File: src/rtl/audio_pkg.sv
// rtl/audio_pkg.sv - format codes, timer states and parameter legality check for the audio transmitters
package audio_pkg;

    localparam logic [1:0] FMT_I2S = 2'd0;
    localparam logic [1:0] FMT_LJ  = 2'd1;
    localparam logic [1:0] FMT_DSP = 2'd2;

    typedef enum logic {
        TMR_IDLE,
        TMR_RUN
    } tmr_state_e;

    function automatic bit cfg_ok(input int audio_dw, input int num_ch, input int slot_w, input int sck_div);
        return (audio_dw > 0) && (num_ch > 0) && (slot_w >= audio_dw) &&
               (sck_div >= 4) && (sck_div % 2 == 0) && (num_ch % 2 == 0);
    endfunction

endpackage

File: src/rtl/tdm_tx_master_if.sv
// rtl/tdm_tx_master_if.sv - whole-frame valid/ready handshake into the transmitter shadow buffer
interface tdm_tx_master_if #(
    parameter int DW = 16
);
    logic [DW-1:0] data_i;
    logic          valid_i;
    logic          ready_o;

    modport master (output data_i, output valid_i, input ready_o);
    modport slave  (input data_i, input valid_i, output ready_o);
endinterface

File: src/rtl/tdm_bit_timer.sv
// rtl/tdm_bit_timer.sv - SCK divider, bit index and frame-load strobe for the TDM master
module tdm_bit_timer
    import audio_pkg::*;
#(
    parameter int SCK_DIV    = 16,
    parameter int FRAME_BITS = 32,
    localparam int K_W       = (FRAME_BITS > 1) ? $clog2(FRAME_BITS) : 1
) (
    input  logic           clk_i,
    input  logic           rst_i,
    input  logic           en_i,
    output logic           sck_o,
    output logic           tick_o,
    output logic           load_o,
    output logic [K_W-1:0] bit_nxt_o
);

    localparam int DIV_W = $clog2(SCK_DIV);
    localparam logic [DIV_W-1:0] DIV_LAST = DIV_W'(SCK_DIV - 1);
    localparam logic [DIV_W-1:0] DIV_HALF = DIV_W'(SCK_DIV / 2);
    localparam logic [K_W-1:0]   K_LAST   = K_W'(FRAME_BITS - 1);

    tmr_state_e       state, state_nxt;
    logic [DIV_W-1:0] div_cnt, div_nxt;
    logic [K_W-1:0]   bit_cnt, bit_nxt;

    always_ff @(posedge clk_i) begin
        if (rst_i) begin
            state   <= TMR_IDLE;
            div_cnt <= '0;
            bit_cnt <= '0;
            sck_o   <= 1'b0;
        end else begin
            state   <= state_nxt;
            div_cnt <= div_nxt;
            bit_cnt <= bit_nxt;
            sck_o   <= (div_nxt >= DIV_HALF);
        end
    end

    // IDLE marks "no tick since enable": the first tick after enable always starts a frame at k=0
    always_comb begin
        state_nxt = state;
        div_nxt   = div_cnt;
        bit_nxt   = bit_cnt;
        tick_o    = 1'b0;
        load_o    = 1'b0;
        if (!en_i) begin
            state_nxt = TMR_IDLE;
            div_nxt   = '0;
            bit_nxt   = '0;
        end else if (div_cnt == DIV_LAST) begin
            div_nxt = '0;
            tick_o  = 1'b1;
            if (state == TMR_IDLE) begin
                state_nxt = TMR_RUN;
                bit_nxt   = '0;
                load_o    = 1'b1;
            end else if (bit_cnt == K_LAST) begin
                bit_nxt = '0;
                load_o  = 1'b1;
            end else begin
                bit_nxt = bit_cnt + K_W'(1);
            end
        end else begin
            div_nxt = div_cnt + DIV_W'(1);
        end
    end

    assign bit_nxt_o = bit_nxt;

endmodule

File: src/rtl/tdm_tx_master.sv
// rtl/tdm_tx_master.sv - clock-master I2S/LJ/DSP serial audio transmitter with a one-frame shadow buffer
module tdm_tx_master
    import audio_pkg::*;
#(
    parameter int AUDIO_DW = 8,
    parameter int NUM_CH   = 2,
    parameter int SLOT_W   = 16,
    parameter int SCK_DIV  = 16
) (
    input  logic             clk_i,
    input  logic             rst_i,
    input  logic             en_i,
    input  logic [1:0]       fmt_i,
    tdm_tx_master_if.slave   s_if,
    output logic             sck_o,
    output logic             ws_o,
    output logic             sd_o,
    output logic             frame_start_o,
    output logic             underrun_o
);

    localparam int FW  = NUM_CH * SLOT_W;
    localparam int DW  = NUM_CH * AUDIO_DW;
    localparam int K_W = (FW > 1) ? $clog2(FW) : 1;
    localparam logic [K_W-1:0] WS_SPLIT = K_W'((NUM_CH / 2) * SLOT_W);

    if (!cfg_ok(AUDIO_DW, NUM_CH, SLOT_W, SCK_DIV)) begin : g_cfg_err
        $error("tdm_tx_master: illegal AUDIO_DW/NUM_CH/SLOT_W/SCK_DIV combination");
    end

    logic           tick, load;
    logic [K_W-1:0] bit_nxt;

    tdm_bit_timer #(
        .SCK_DIV    (SCK_DIV),
        .FRAME_BITS (FW)
    ) u_timer (
        .clk_i     (clk_i),
        .rst_i     (rst_i),
        .en_i      (en_i),
        .sck_o     (sck_o),
        .tick_o    (tick),
        .load_o    (load),
        .bit_nxt_o (bit_nxt)
    );

    logic [DW-1:0] shadow;
    logic          shadow_full, full_nxt, accept;
    logic [FW-1:0] frame_fmt, shifter, shift_src;
    logic [1:0]    fmt_q, fmt_eff;
    logic          dly_bit, cur_bit, i2s_mode;

    assign accept   = s_if.valid_i & s_if.ready_o;
    // a load in the same clk as an accept sees the old (empty) shadow; the new data waits a frame
    assign full_nxt = accept | (shadow_full & ~load);

    always_comb begin
        frame_fmt = '0;
        for (int s = 0; s < NUM_CH; s++) begin
            for (int j = 0; j < AUDIO_DW; j++) begin
                frame_fmt[FW-1 - s*SLOT_W - j] = shadow[s*AUDIO_DW + AUDIO_DW-1 - j];
            end
        end
    end

    assign shift_src = load ? (shadow_full ? frame_fmt : '0) : shifter;
    assign cur_bit   = shift_src[FW-1];
    assign fmt_eff   = load ? fmt_i : fmt_q;
    assign i2s_mode  = (fmt_eff != FMT_LJ) && (fmt_eff != FMT_DSP);

    always_ff @(posedge clk_i) begin
        if (rst_i) begin
            shadow        <= '0;
            shadow_full   <= 1'b0;
            s_if.ready_o  <= 1'b0;
            shifter       <= '0;
            fmt_q         <= FMT_I2S;
            dly_bit       <= 1'b0;
            ws_o          <= 1'b0;
            sd_o          <= 1'b0;
            frame_start_o <= 1'b0;
            underrun_o    <= 1'b0;
        end else begin
            frame_start_o <= load;
            underrun_o    <= load & ~shadow_full;
            shadow_full   <= full_nxt;
            s_if.ready_o  <= ~full_nxt;
            if (accept) begin
                shadow <= s_if.data_i;
            end
            if (!en_i) begin
                ws_o    <= 1'b0;
                sd_o    <= 1'b0;
                dly_bit <= 1'b0;
            end else if (tick) begin
                shifter <= shift_src << 1;
                dly_bit <= cur_bit;
                sd_o    <= i2s_mode ? dly_bit : cur_bit;
                ws_o    <= (fmt_eff == FMT_DSP) ? (bit_nxt == '0) : (bit_nxt >= WS_SPLIT);
                if (load) begin
                    fmt_q <= fmt_i;
                end
            end
        end
    end

endmodule

File: src/flat_wrapper.sv
// flat-port wrapper written by rule: the top's interface ports become plain ports
module tdm_tx_master_flat import audio_pkg::*;
#(
    parameter int AUDIO_DW = 8,
    parameter int NUM_CH   = 2,
    parameter int SLOT_W   = 16,
    parameter int SCK_DIV  = 16
)
  (clk_i, rst_i, en_i, fmt_i, sck_o, ws_o, sd_o, frame_start_o, underrun_o, s_if_data_i, s_if_valid_i, s_if_ready_o);
  tdm_tx_master_if #(.DW(16)) s_if_i ();
  input  logic clk_i;
  input  logic rst_i;
  input  logic en_i;
  input  logic [1:0] fmt_i;
  output logic sck_o;
  output logic ws_o;
  output logic sd_o;
  output logic frame_start_o;
  output logic underrun_o;
  input wire logic [$bits(s_if_i.data_i)-1:0] s_if_data_i;
  input wire logic [$bits(s_if_i.valid_i)-1:0] s_if_valid_i;
  output wire logic [$bits(s_if_i.ready_o)-1:0] s_if_ready_o;
  assign s_if_i.data_i = s_if_data_i;
  assign s_if_i.valid_i = s_if_valid_i;
  assign s_if_ready_o = s_if_i.ready_o;
  tdm_tx_master #(.AUDIO_DW(AUDIO_DW), .NUM_CH(NUM_CH), .SLOT_W(SLOT_W), .SCK_DIV(SCK_DIV)) u_core (.clk_i(clk_i), .rst_i(rst_i), .en_i(en_i), .fmt_i(fmt_i), .s_if(s_if_i), .sck_o(sck_o), .ws_o(ws_o), .sd_o(sd_o), .frame_start_o(frame_start_o), .underrun_o(underrun_o));
endmodule
File: config.mk
export PLATFORM = sky130hd
export DESIGN_NAME = tdm_tx_master_flat
export DESIGN_NICKNAME = d
export VERILOG_FILES = /design/src/rtl/audio_pkg.sv /design/src/rtl/tdm_tx_master_if.sv /design/src/rtl/tdm_bit_timer.sv /design/src/rtl/tdm_tx_master.sv /design/src/flat_wrapper.sv
export SDC_FILE = /design/constraint.sdc
export NUM_CORES = 1
export LEC_CHECK = 0
export ABC_AREA = 1
export BUFFER_PORTS_ARGS = -buffer_cell sky130_fd_sc_hd__buf_2
export CAP_MARGIN = 20
export CORE_MARGIN = 2
export CORE_UTILIZATION = 46
export CTS_CLUSTER_SIZE = 10
export DETAILED_ROUTE_END_ITERATION = 8
export HOLD_SLACK_MARGIN = 0.15
export PLACE_DENSITY = 0.65
export REMOVE_ABC_BUFFERS = 1
export SLEW_MARGIN = 20
export SYNTH_ARGS = -nofsm -noshare
export SYNTH_HDL_FRONTEND = slang
export SYNTH_SLANG_ARGS = --single-unit
File: constraint.sdc
create_clock -name clk_i -period 3.8 [get_ports clk_i]
set_clock_uncertainty 0.2 [all_clocks]
set_input_delay 0.19 -clock clk_i [delete_from_list [all_inputs] [get_ports clk_i]]
set_output_delay 0.19 -clock clk_i [all_outputs]
set_load 0.01 [all_outputs]
==> impl_metrics.ini <==
[synthesis]
synthCells = 330
synth_edf_count = 0
synthFlopType = dfxtp_1
synth.avg_cell_area_um2 = 7.48
ys_ff_latch = 59
asyncSetResetFlopFracSynth_pct = 0
synth_area_um2 = 2470
ys_types = 27
synth-seq-area-share_pct = 47.9
yosys_warnings = 0

[timing]
setup-violations-final = 0
fin_crit_ns = 2.88
tightest_slew_ns = 0.688
final.setup.tns_ns = 0
fmax_mhz = 348
max-slew-margin-rel_pct = 54.0
final-hold-violation-count = 0
min_period_over_period_pct = 75.7
rsz0062_at_grt = no
slew_violations = 0

[placement]
portBuffers = 27
place_inst = 413
gp_congestion = 0.794
dp_hpwl_mm = 3.23

[finish]
drive_above_1_share_pct = 13.7
syn_to_final_growth_pct = 23.2
layout.nets = 402
instances_no_fill = 450
fill_cells = 522
antennaDiodeCount = 0
fin_util_pct = 59.1

[floorplan]
die_area_um2 = 5970
core-area_um2 = 5140
io_pins = 28
start_util_pct = 48.0
die_h_um = 77.2
die_x_um = 77.2
row_count = 26

[clocking]
cts_buffer_depth = 2
cts_resized = 0
clk_pin_slew_ns = 0.06
cts_buffers = 9
cts_tree = built
cts_hold_buf = 22
clk_latency_ns = 0.33
cts_root_buf = clkbuf_8
cts_setup_buffers = 0
clock_sinks = 59
htreeDepth = 3

[global_routing]
overflow = 0
grt_usage_pct = 19.8
antenna_found_initial = 0
grt_pass1_vias = 2076
grt_pass1_wl_mm = 9.32
grt_max_degree = 28

[critical_path]
crit_required_ns = 3.82
startpoint_type = flop
worstSetupPathType = flop to flop
crit_path_end_kind = flop
critPathMaxFanout = 22
arrival_ns = 2.90

[detailed_routing]
dr_wl_met3_um = 165
drtIter0Drc = 73
vias = 2185
viasPerCell = 4.86
top_layer = met4
route.antenna.remaining_nets = 0
wl_per_cell_um = 11.8
drc = 0
wl_mm = 5.31
drt-met1-wl_mm = 2.50
wl_met2_mm = 2.58
drtPass1Iterations = 4

[status]
status = complete, no violations

[power]
powerDensity_nw_per_um2 = 421
p_leak_nw = 1.38
ir_drop_mv = 0.285

[hold_path]
hp-class = flop to flop

[run]
drv_cap = 0
## metrics by stage
stage	cell area, µm²	power (mW)	hold WS [ns]	setup WS (ns)
3_3_place_gp	2630	0.716	0.232	1.04
4_1_cts	3040	1.29	0.253	0.845
6_report	3040	1.28	0.254	0.923
2_1_floorplan	2390	0.689	0.0591	1.29
5_1_grt	3040	1.34	0.288	0.571
3_5_place_dp	2630	0.717	0.238	0.883
## cells in the mapped netlist, types with 2 or more instances
cell      count  area (µm²)
ha_1          4        50.1
inv_2         2        7.51
buf_2         4        20.0
clkbuf_1      9        33.8
nand2_1      61         229
inv_1        21        78.8
a211oi_1      5        37.5
nand3_1       7        35.0
o211ai_1      2        15.0
nor2_1       61         229
a21oi_1      32         160
nand2_4       2        22.5
o21ai_0      40         200
nor2_8        2        40.0
nor3_1        8        40.0
dfxtp_1      59        1180
## worst max-delay path: stages (launching register included)
cell     delay (ns)
dfxtp_1        0.35
ha_1           0.19
nand2_1        0.06
nor2_1         0.11
ha_1           0.18
inv_1          0.04
nand2_1        0.50
nand2_4        0.16
nor2_8         0.17
or2_1          0.12
inv_1          0.05
a21oi_1        0.13
ha_1           0.26
a21oi_1        0.16
a21oi_1        0.08
## where the power goes
| group | total, mW | switching (mW) | internal, mW | leakage, nW |
|---|---|---|---|---|
| Combinational | 0.0744 | 0.0389 | 0.0356 | 0.800 |
| Clock | 0.561 | 0.226 | 0.334 | 0.0995 |
| Sequential | 0.646 | 0.0120 | 0.634 | 0.478 |
## logic make-up (layout without fill, tap and decap cells)
group	Yosys count	in the layout	synth area share, %
buffers and inverters	40	90	6.80
AND/OR/NAND/NOR	145	145	25.3
AO/OA/AOI/OAI	81	81	17.6
flip-flops	59	59	47.9
adder cells (fa/ha/maj)	4	4	2.03
multiplexers	1	1	0.406
## state kept, by name, indices dropped and copies added (netlist names), 2 cells and up
register	flops
u_core.shadow	16
u_core.u_timer.div_cnt	4
u_core.shifter	23
u_core.fmt_q	2
u_core.u_timer.bit_cnt	5
## metal layers
| metal | vias up | track usage (%) |
|---|---|---|
| li1 | 1165 | - |
| met1 | 986 | 23.3 |
| met2 | 26 | 33.3 |
| met3 | 8 | 7.76 |
| met4 | 0 | 6.07 |
| met5 | - | 0 |
## path summary, 6_finish.rpt
check / depth (start not counted) / end / start / slack [ns]
hold reg to reg: 1 / u_core.u_timer.div_cnt[0] / u_core.u_timer.div_cnt[0] / 0.25
setup / recovery: 14 / u_core.sd_o / u_core.u_timer.bit_cnt[0] / 0.92
hold / removal: 1 / u_core.u_timer.div_cnt[0] / u_core.u_timer.div_cnt[0] / 0.25
setup reg to reg: 14 / u_core.sd_o / u_core.u_timer.bit_cnt[0] / 0.92
## final cells by class
| type | count | area [µm²] | area share, % |
|---|---|---|---|
| Sequential cell | 59 | 1180 | 38.9 |
| Multi-Input combinational cell | 231 | 1120 | 36.8 |
| Timing Repair Buffer | 50 | 363 | 11.9 |
| Clock inverter | 2 | 35.0 | 1.15 |
| Tap cell | 70 | 87.6 | 2.88 |
| Inverter | 25 | 95.1 | 3.13 |
| Clock buffer | 13 | 159 | 5.23 |
## cell usage in the layout, fill, tap and decap left out, types with 2 or more instances in the layout
| cell type | netlist | routed |
|---|---|---|
| a211oi_1 | 5 | 5 |
| a21oi_1 | 32 | 32 |
| buf_2 | 4 | 27 |
| clkbuf_1 | 9 | 2 |
| clkbuf_8 | 0 | 11 |
| clkinv_2 | 1 | 2 |
| dfxtp_1 | 59 | 59 |
| dlygate4sd3_1 | 0 | 22 |
| ha_1 | 4 | 4 |
| inv_1 | 21 | 21 |
| inv_2 | 2 | 2 |
| nand2_1 | 61 | 61 |
| nand2_4 | 2 | 2 |
| nand3_1 | 7 | 7 |
| nor2_1 | 61 | 61 |
| nor2_8 | 2 | 2 |
| nor3_1 | 8 | 8 |
| o211ai_1 | 2 | 2 |
| o21ai_0 | 40 | 40 |
Note: power is estimated with default switching activity, not from simulation.
